**config.mk**
```make
export PLATFORM = sky130hd
export DESIGN_NAME = hydra_wdt_lockstep
export DESIGN_NICKNAME = d
export VERILOG_FILES = /design/src/rtl/hydra_wdt_lockstep.sv
export SDC_FILE = /design/constraint.sdc
export NUM_CORES = 1
export LEC_CHECK = 0
export BUFFER_PORTS_ARGS = -buffer_cell sky130_fd_sc_hd__buf_2
export CELL_PAD_IN_SITES_DETAIL_PLACEMENT = 1
export CELL_PAD_IN_SITES_GLOBAL_PLACEMENT = 1
export CORE_ASPECT_RATIO = 1.4
export CORE_MARGIN = 2
export CORE_UTILIZATION = 45
export CTS_CLUSTER_SIZE = 40
export DETAILED_ROUTE_END_ITERATION = 8
export PLACE_DENSITY = 0.9
export SLEW_MARGIN = 0
export SYNTH_ARGS = -nofsm -noshare
export SYNTH_HDL_FRONTEND = slang
export SYNTH_SLANG_ARGS = --single-unit
```
**constraint.sdc**
```tcl
create_clock -name clk -period 6.3 [get_ports clk]
set_clock_uncertainty 0.15 [all_clocks]
set_input_delay 0.63 -clock clk [delete_from_list [all_inputs] [get_ports clk]]
set_output_delay 0.63 -clock clk [all_outputs]
set_load 0.02 [all_outputs]
```
**src/rtl/hydra_wdt_lockstep.sv**
```systemverilog
// Multi-channel lockstep watchdog: per-round timeout, inter-channel kick skew
// and heartbeat equality checks, with a sticky classified fault.
module hydra_wdt_lockstep #(
  parameter int unsigned N_CH    = 2,
  parameter int unsigned DW      = 32,
  parameter int unsigned CW      = 16,
  parameter int unsigned TIMEOUT = 5000,
  parameter int unsigned SKEW    = 64
) (
  input  logic                 clk,
  input  logic                 rstn,
  input  logic                 en,
  input  logic [N_CH-1:0]      din_val,
  input  logic [N_CH*DW-1:0]   din,
  input  logic                 fault_clr,
  output logic                 fault,
  output logic [1:0]           fault_code,
  output logic [N_CH-1:0]      fault_ch,
  output logic                 ok,
  output logic [CW-1:0]        ok_count,
  output logic                 busy
);

  typedef enum logic [2:0] {IDLE, ARMED, COLLECT, COMPARE, FAULT} state_t;

  state_t               state, state_n;
  logic [CW-1:0]        tcnt, tcnt_n, scnt, scnt_n, ok_count_n;
  logic [N_CH-1:0]      mask, mask_n, new_mask, dup, diff, fault_ch_n;
  logic [N_CH*DW-1:0]   data, data_n, cap_data;
  logic                 fault_n, ok_n, busy_n;
  logic [1:0]           fault_code_n;

  // Bit 0 of the difference mask flags channel 0 only when it disagrees with every other channel.
  always_comb begin
    logic all_diff;
    logic d;
    diff     = '0;
    all_diff = 1'b1;
    for (int unsigned i = 1; i < N_CH; i++) begin
      d        = data[i*DW +: DW] != data[0 +: DW];
      diff[i]  = d;
      all_diff = all_diff & d;
    end
    diff[0] = all_diff;
  end

  always_comb begin
    cap_data = data;
    for (int unsigned i = 0; i < N_CH; i++) begin
      if (din_val[i]) cap_data[i*DW +: DW] = din[i*DW +: DW];
    end
  end

  assign new_mask = mask | din_val;
  assign dup      = mask & din_val;

  always_comb begin
    state_n      = state;
    tcnt_n       = tcnt;
    scnt_n       = scnt;
    mask_n       = mask;
    data_n       = data;
    fault_n      = fault;
    fault_code_n = fault_code;
    fault_ch_n   = fault_ch;
    ok_n         = 1'b0;
    ok_count_n   = ok_count;

    case (state)
      IDLE: begin
        if (en) begin
          state_n = ARMED;
          tcnt_n  = CW'(TIMEOUT);
        end
      end
      ARMED: begin
        if (!en) begin
          state_n = IDLE;
          mask_n  = '0;
        end else if (|din_val) begin
          data_n = cap_data;
          mask_n = new_mask;
          if (&new_mask) begin
            state_n = COMPARE;
          end else begin
            state_n = COLLECT;
            scnt_n  = CW'(SKEW);
          end
        end else if (tcnt == '0) begin
          state_n      = FAULT;
          fault_n      = 1'b1;
          fault_code_n = 2'd1;
          fault_ch_n   = '1;
        end else begin
          tcnt_n = tcnt - CW'(1);
        end
      end
      COLLECT: begin
        if (!en) begin
          state_n = IDLE;
          mask_n  = '0;
        end else if (|dup) begin
          state_n      = FAULT;
          mask_n       = '0;
          fault_n      = 1'b1;
          fault_code_n = 2'd3;
          fault_ch_n   = dup;
        end else if (&new_mask) begin
          state_n = COMPARE;
          data_n  = cap_data;
          mask_n  = new_mask;
        end else if (scnt == '0) begin
          state_n      = FAULT;
          mask_n       = '0;
          fault_n      = 1'b1;
          fault_code_n = 2'd2;
          fault_ch_n   = ~new_mask;
        end else begin
          data_n = cap_data;
          mask_n = new_mask;
          scnt_n = scnt - CW'(1);
        end
      end
      COMPARE: begin
        mask_n = '0;
        if (!en) begin
          state_n = IDLE;
        end else if (|diff) begin
          state_n      = FAULT;
          fault_n      = 1'b1;
          fault_code_n = 2'd3;
          fault_ch_n   = diff;
        end else begin
          state_n    = ARMED;
          tcnt_n     = CW'(TIMEOUT);
          ok_n       = 1'b1;
          ok_count_n = ok_count + CW'(1);
        end
      end
      FAULT: begin
        if (fault_clr) begin
          state_n      = en ? ARMED : IDLE;
          tcnt_n       = CW'(TIMEOUT);
          fault_n      = 1'b0;
          fault_code_n = 2'd0;
          fault_ch_n   = '0;
        end
      end
      default: state_n = IDLE;
    endcase

    busy_n = (state_n == COLLECT) || (state_n == COMPARE);
  end

  always_ff @(posedge clk) begin
    if (!rstn) begin
      state      <= IDLE;
      tcnt       <= '0;
      scnt       <= '0;
      mask       <= '0;
      data       <= '0;
      fault      <= 1'b0;
      fault_code <= 2'd0;
      fault_ch   <= '0;
      ok         <= 1'b0;
      ok_count   <= '0;
      busy       <= 1'b0;
    end else begin
      state      <= state_n;
      tcnt       <= tcnt_n;
      scnt       <= scnt_n;
      mask       <= mask_n;
      data       <= data_n;
      fault      <= fault_n;
      fault_code <= fault_code_n;
      fault_ch   <= fault_ch_n;
      ok         <= ok_n;
      ok_count   <= ok_count_n;
      busy       <= busy_n;
    end
  end

endmodule
```
# Yosys cells after proc, flatten, opt, wreduce, memory -nomap -nowiden
# Cells that the tools add are included.
word_totals:
  ff_bits: 124
  in_bits: 70
  wordCells: 139
  out_inout_bits: 23
op_classes:
  n_reduce_logical: 18
  mux: 77
  n_eq_ne: 26
  n_addsub: 3
  n_bitwise: 4
ops:
  columns: ["cell", "count"]
  rows:
  - ["64-bit two-way mux", 6]
  - ["16-bit two-way mux", 14]
  - ["64-bit one-hot mux with 2 select lines", 1]
  - ["32-bit two-way mux", 2]
  - ["16-bit one-hot mux with 4 select lines", 1]
  - ["2-bit two-way mux", 23]
  - ["3-bit two-way mux", 11]
  - ["16-bit zero test", 2]
  - ["32-bit inequality test", 1]
  - ["16-bit one-hot mux with 2 select lines", 1]
  - ["16-bit by 1-bit subtractor with 16-bit output (second input constant)", 2]
  - ["2-bit inequality test (second input constant)", 15]
  - ["16-bit by 1-bit adder with 16-bit output (second input constant)", 1]
  - ["2-bit one-hot mux with 4 select lines", 2]
  - ["8-bit AND reduction", 2]
  - ["3-bit one-hot mux with 5 select lines", 1]
  - ["1-bit two-way mux", 13]
  - ["3-bit by 2-bit equality test with 1-bit output (second input constant)", 4]
  - ["3-bit inequality test (second input constant)", 4]
  - ["10-bit AND reduction", 1]
  - ["4-bit nonzero test", 2]
  - ["2-bit one-hot mux with 3 select lines", 1]
  - ["3-bit AND reduction", 2]
  - ["6-bit AND reduction", 1]
  - ["other kinds (13)", 15]

# Logic depth before layout (Yosys ltp)
depth:
  word_depth: 8
  depth_mapped: 10
  ltp_nobuf: 8

# Worst setup path before layout
# Ideal clock, no wire load.
synth_path:
  kind: "register to register"
  start: "reg data[28]"
  end: "reg ok_count[10]"
  required_time_ns: 6.079
  path_stages_with_launch: 8
  t_arrival_ns: 2.491
  setup_time_ns: 0.071
  path_slack_ns: 3.589
  synth_period_minus_slack_ns: 2.711
  n_path_buf: 1
  path_cell_list: "dfxtp_1 > xor2_1 > or4_1 > or4_4 > or4_1 > buf_2 > or3_1 > a21oi_1"
synth_between:
  elab_chain_cells: 3
synth_rtl:
  columns: ["item", "line_no", "rtl"]
  rows:
  - ["from (decl)", "29", "logic [N_CH*DW-1:0] data, data_n, cap_data;"]
  - ["from (signal assigned)", "173", "data <= data_n;"]
  - ["32-bit inequality test", "40", "d = data[i*DW +: DW] != data[0 +: DW];"]
  - ["1-bit inverter (no source line)", null, null]
  - ["3-bit AND reduction (no source line)", null, null]
  - ["to (signal assigned)", "178", "ok_count <= ok_count_n;"]
  - ["to (decl)", "20", "output logic [CW-1:0] ok_count,"]
# Every way passes these cells.
# A chain may end at the register's enable or synchronous reset.

# Worst setup path after layout
layout_path:
  start: "reg tcnt[0]"
  end: "reg tcnt[9]"
layout_between:
  elab_chain_cells: 5
  word_cells_on_any_way: 8
  cone_classes: "1 x add/sub; 1 x eq/ne; 4 x mux; 2 x reduce/logical"
layout_rtl:
  columns: ["item", "line_no", "rtl"]
  rows:
  - ["from (decl)", "27", "logic [CW-1:0] tcnt, tcnt_n, scnt, scnt_n, ok_count_n;"]
  - ["from (signal assigned)", "170", "tcnt <= tcnt_n;"]
  - ["16-bit by 1-bit subtractor with 16-bit output", "95", "tcnt_n = tcnt - CW'(1);"]
  - ["16-bit two-way mux", "89", "end else if (tcnt == '0) begin"]
  - ["16-bit two-way mux", "80", "end else if (|din_val) begin"]
  - ["16-bit two-way mux", "77", "if (!en) begin"]
  - ["16-bit one-hot mux with 4 select lines", "69", "case (state)"]
# Several ways; a longest one is shown, not always the timed one. The select of a mux whose other input is x is not followed.

==> out/qor.csv <==
stage;metric;value;unit
outcome;status;finished, final reports clean;
timing;slew margin rel.;0.256;
clock_tree;CTS root buf;clkbuf_16;
cells_and_area;most common cell after layout, fill and taps aside;dfxtp_1;
critical_path;slowest CP cell;o31ai_1;
synth;Yosys warnings;0;
global_routing;vias in the first global route;5988;
cells_and_area;NumNets Final;870;
synth;Synth Register Bits;124;
timing;final setup vio count;0;
cells_and_area;Multi-input gate area;0.00310;sq mm
synth;synth unique cells;59;
critical_path;Top delay family on crit path;simple AND/OR/NAND/NOR gates;
global_routing;initial antenna violation count;0;
job;Max-Cap Viols;0;
critical_path;crit-path cells;inv_1 -> ha_1 -> nor3b_1 -> nor4bb_1 -> buf_4 -> nand2_1 -> o31ai_1 -> nor2_1 -> o221a_2;
clock_tree;Clock Latency Late Sink;0.42;ns
placed_design;hpwl dp;11.6;mm
clock_tree;clk buf depth;2;
synth;Post-synth EDFFs;0;
synth;syn avg cell area;7.96;sq um
cells_and_area;ant diodes;0;
power_and_ir_drop;Comb power frac;0.116;
cells_and_area;register area;0.00248;sq mm
clock_tree;cts bufs inserted;17;
timing;post-route minimum period;3.22;ns
power_and_ir_drop;Leak Pwr;2.62;nW
timing;final setup margin;3.08;ns
critical_path;WP buf/inv;2;
power_and_ir_drop;Sw Share;0.267;
clock_tree;post-cts sizing count;0;
die;area of the core;0.0127;sq mm
timing;Setup TNS;0;ns
timing;Final Hold Viols;0;
global_routing;GRT Util Overall;0.260;
synth;syn_nets;802;
synth;Synth area leaders;dfxtp_1 (43%), o21ai_0 (7.0%), nand3_1 (6.8%);
die;Die Y;138;um
cells_and_area;share of layout cells above drive strength 1;0.169;
die;Die W;100;um
critical_path;Critical Path AT;3.38;ns
min_path;Hold Path Class;input port to register;
drt;vias;5646;
power_and_ir_drop;total net switching power;553;uW
synth;ys flop type;dfxtp_1;
clock_tree;setup bufs post-CTS;0;
drt;Avg WL per Cell;18.0;um
global_routing;GRT overflow;0;
cells_and_area;Fillers;1546;
critical_path;Crit path required time;6.46;ns
clock_tree;CTS sink count;124;
cells_and_area;Layout Utilization;0.544;
placed_design;pre-CTS setup slack;3.15;ns
drt;Iter 0 DRT Violations;238;
synth;sequential share of the synthesized area;0.428;
drt;antenna viol nets, final;0;
global_routing;largest net degree at the start of global routing;121;
die;Starting Density;0.457;
critical_path;max incr delay on CP;0.53;ns
drt;Via density;5.86;
die;IO Pins;93;
synth;Cells after Synth;729;
placed_design;GPL Wtd Cong;0.814;
power_and_ir_drop;Int Pwr;1.51;mW
timing;final slew viol count;0;
power_and_ir_drop;part of the power in registers;0.404;
clock_tree;# hold bufs at CTS;0;
clock_tree;CTS tree;done;
drt;Total Wirelength;17.3;mm
power_and_ir_drop;post-layout power;2.07;mW
synth;Async S/R FF share, synth;0;
global_routing;first-pass GRT wire length;28.8;mm
die;FP Rows;49;
timing;RSZ-0062 raised after global routing;no;
drt;DRC viols;0;
timing;slew at the pin closest to its max-slew limit;1.12;ns
clock_tree;H-tree depth;4;
timing;max frequency;311;MHz
critical_path;nature of the critical path endpoint;register;
power_and_ir_drop;Clock power frac;0.480;
timing;Tcrit/Tclk final;0.511;
power_and_ir_drop;Power Density;299;mW/mm^2
critical_path;crit-path max FO;14;
synth;post-synthesis cell area;0.00580;sq mm
critical_path;WS Path Type;register to register;
cells_and_area;commonest non-fill, non-tap cells in the layout;dfxtp_1 (124), nand2_1 (104), buf_2 (91), o21ai_0 (81), nand3_1 (79);
critical_path;Setup crit start kind;register;
power_and_ir_drop;Worst VDD drop;0.000203;V
timing;hold slack final;0.271;ns
die;DIE AREA;0.0138;sq mm
synth;post-synth top area cell;dfxtp_1;
placed_design;IO buf count;92;
drt;DR pass1 iterations;4;
synth;top-area cell type share of the netlist area;0.428;
cells_and_area;area delta synth->final;19.0;%
clock_tree;clk slew on worst S/H paths;0.06;ns
-- metrics by stage --
| stage | cells | cell area [sq um] |
|---|---|---|
| after floorplan | 729 | 5800 |
| after global placement | 931 | 6300 |
| after detailed placement | 931 | 6300 |
| after CTS | 963 | 6910 |
| after global routing | 963 | 6910 |
| final | 963 | 6910 |
-- worst paths after layout --
check | from | to | slack, ns | depth (start not counted)
setup / recovery | tcnt[0]$_SDFFE_PN0P_ | tcnt[9]$_SDFFE_PN0P_ | 3.08 | 9
hold / removal | din[22] | data[22]$_SDFFE_PN0P_ | 0.27 | 3
setup reg to reg | tcnt[0]$_SDFFE_PN0P_ | tcnt[9]$_SDFFE_PN0P_ | 3.08 | 9
hold reg to reg | tcnt[14]$_SDFFE_PN0P_ | tcnt[14]$_SDFFE_PN0P_ | 0.31 | 2
-- flip-flops by register name, indices dropped and copies added (netlist names) --
signal      flops
ok_count       16
state           3
mask            2
ok              1
scnt           16
data           64
fault           1
busy            1
fault_code      2
tcnt           16
fault_ch        2
-- metal layers --
metal,wire (um),GRT usage
met1,6800,0.285
met5,0,0
met2,9320,0.469
met4,535,0.116
met3,678,0.0597
-- cells in the mapped netlist (3+ instances only) --
cell type	count
xor2_1	11
o211a_1	3
nand3_1	79
or3_1	16
ha_1	3
nor2b_1	3
buf_1	6
xnor2_1	38
mux2i_1	6
nor3_1	11
o41ai_1	3
or4_1	5
nor4_1	12
inv_1	11
o21a_1	3
nor2_1	49
nand2b_1	3
a21oi_1	36
nand4_1	12
o211ai_1	4
o22ai_1	6
dfxtp_1	124
nor4b_1	3
o21ai_0	81
o21ai_1	7
nand2_1	104
a211oi_1	4
o31ai_1	4
and3_1	4
a31oi_1	3
clkbuf_1	35
-- power groups by stage --
stage               sequential [mW]  clock, mW  combinational (mW)
global route                  0.837       1.04               0.263
floorplan                     0.844          0               0.162
finish                        0.834      0.993               0.240
detailed placement            0.850          0               0.230
global placement              0.848          0               0.219
CTS                           0.834      0.998               0.238
-- layout make-up --
type	count	area share
multi-input combinational	547	0.448
inverter	11	0.00598
clock buffer	20	0.0676
sequential	124	0.359
clock inverter	12	0.0197
tap	153	0.0277
timing repair buffer	96	0.0714
-- tightest hold or removal path: cells and delay by family --
kind / cells / cell delay [ns]
buffers and inverters: 1 / 0.07
and+or+nand+nor: 1 / 0.05
AOI/OAI and AO/OA: 1 / 0.06
-- logic make-up (layout without fill, tap and decap cells) --
kind of cell,Yosys count,after routing,synth area share
xor gates and xnor gates,49,49,0.0740
and+or+nand+nor,320,320,0.269
adders and majority gates,3,3,0.00647
buffers and inverters,58,139,0.0425
AOI/OAI and AO/OA,168,168,0.168
muxes,7,7,0.0123
DFF,124,124,0.428
Power figures use the tool's default switching activity.
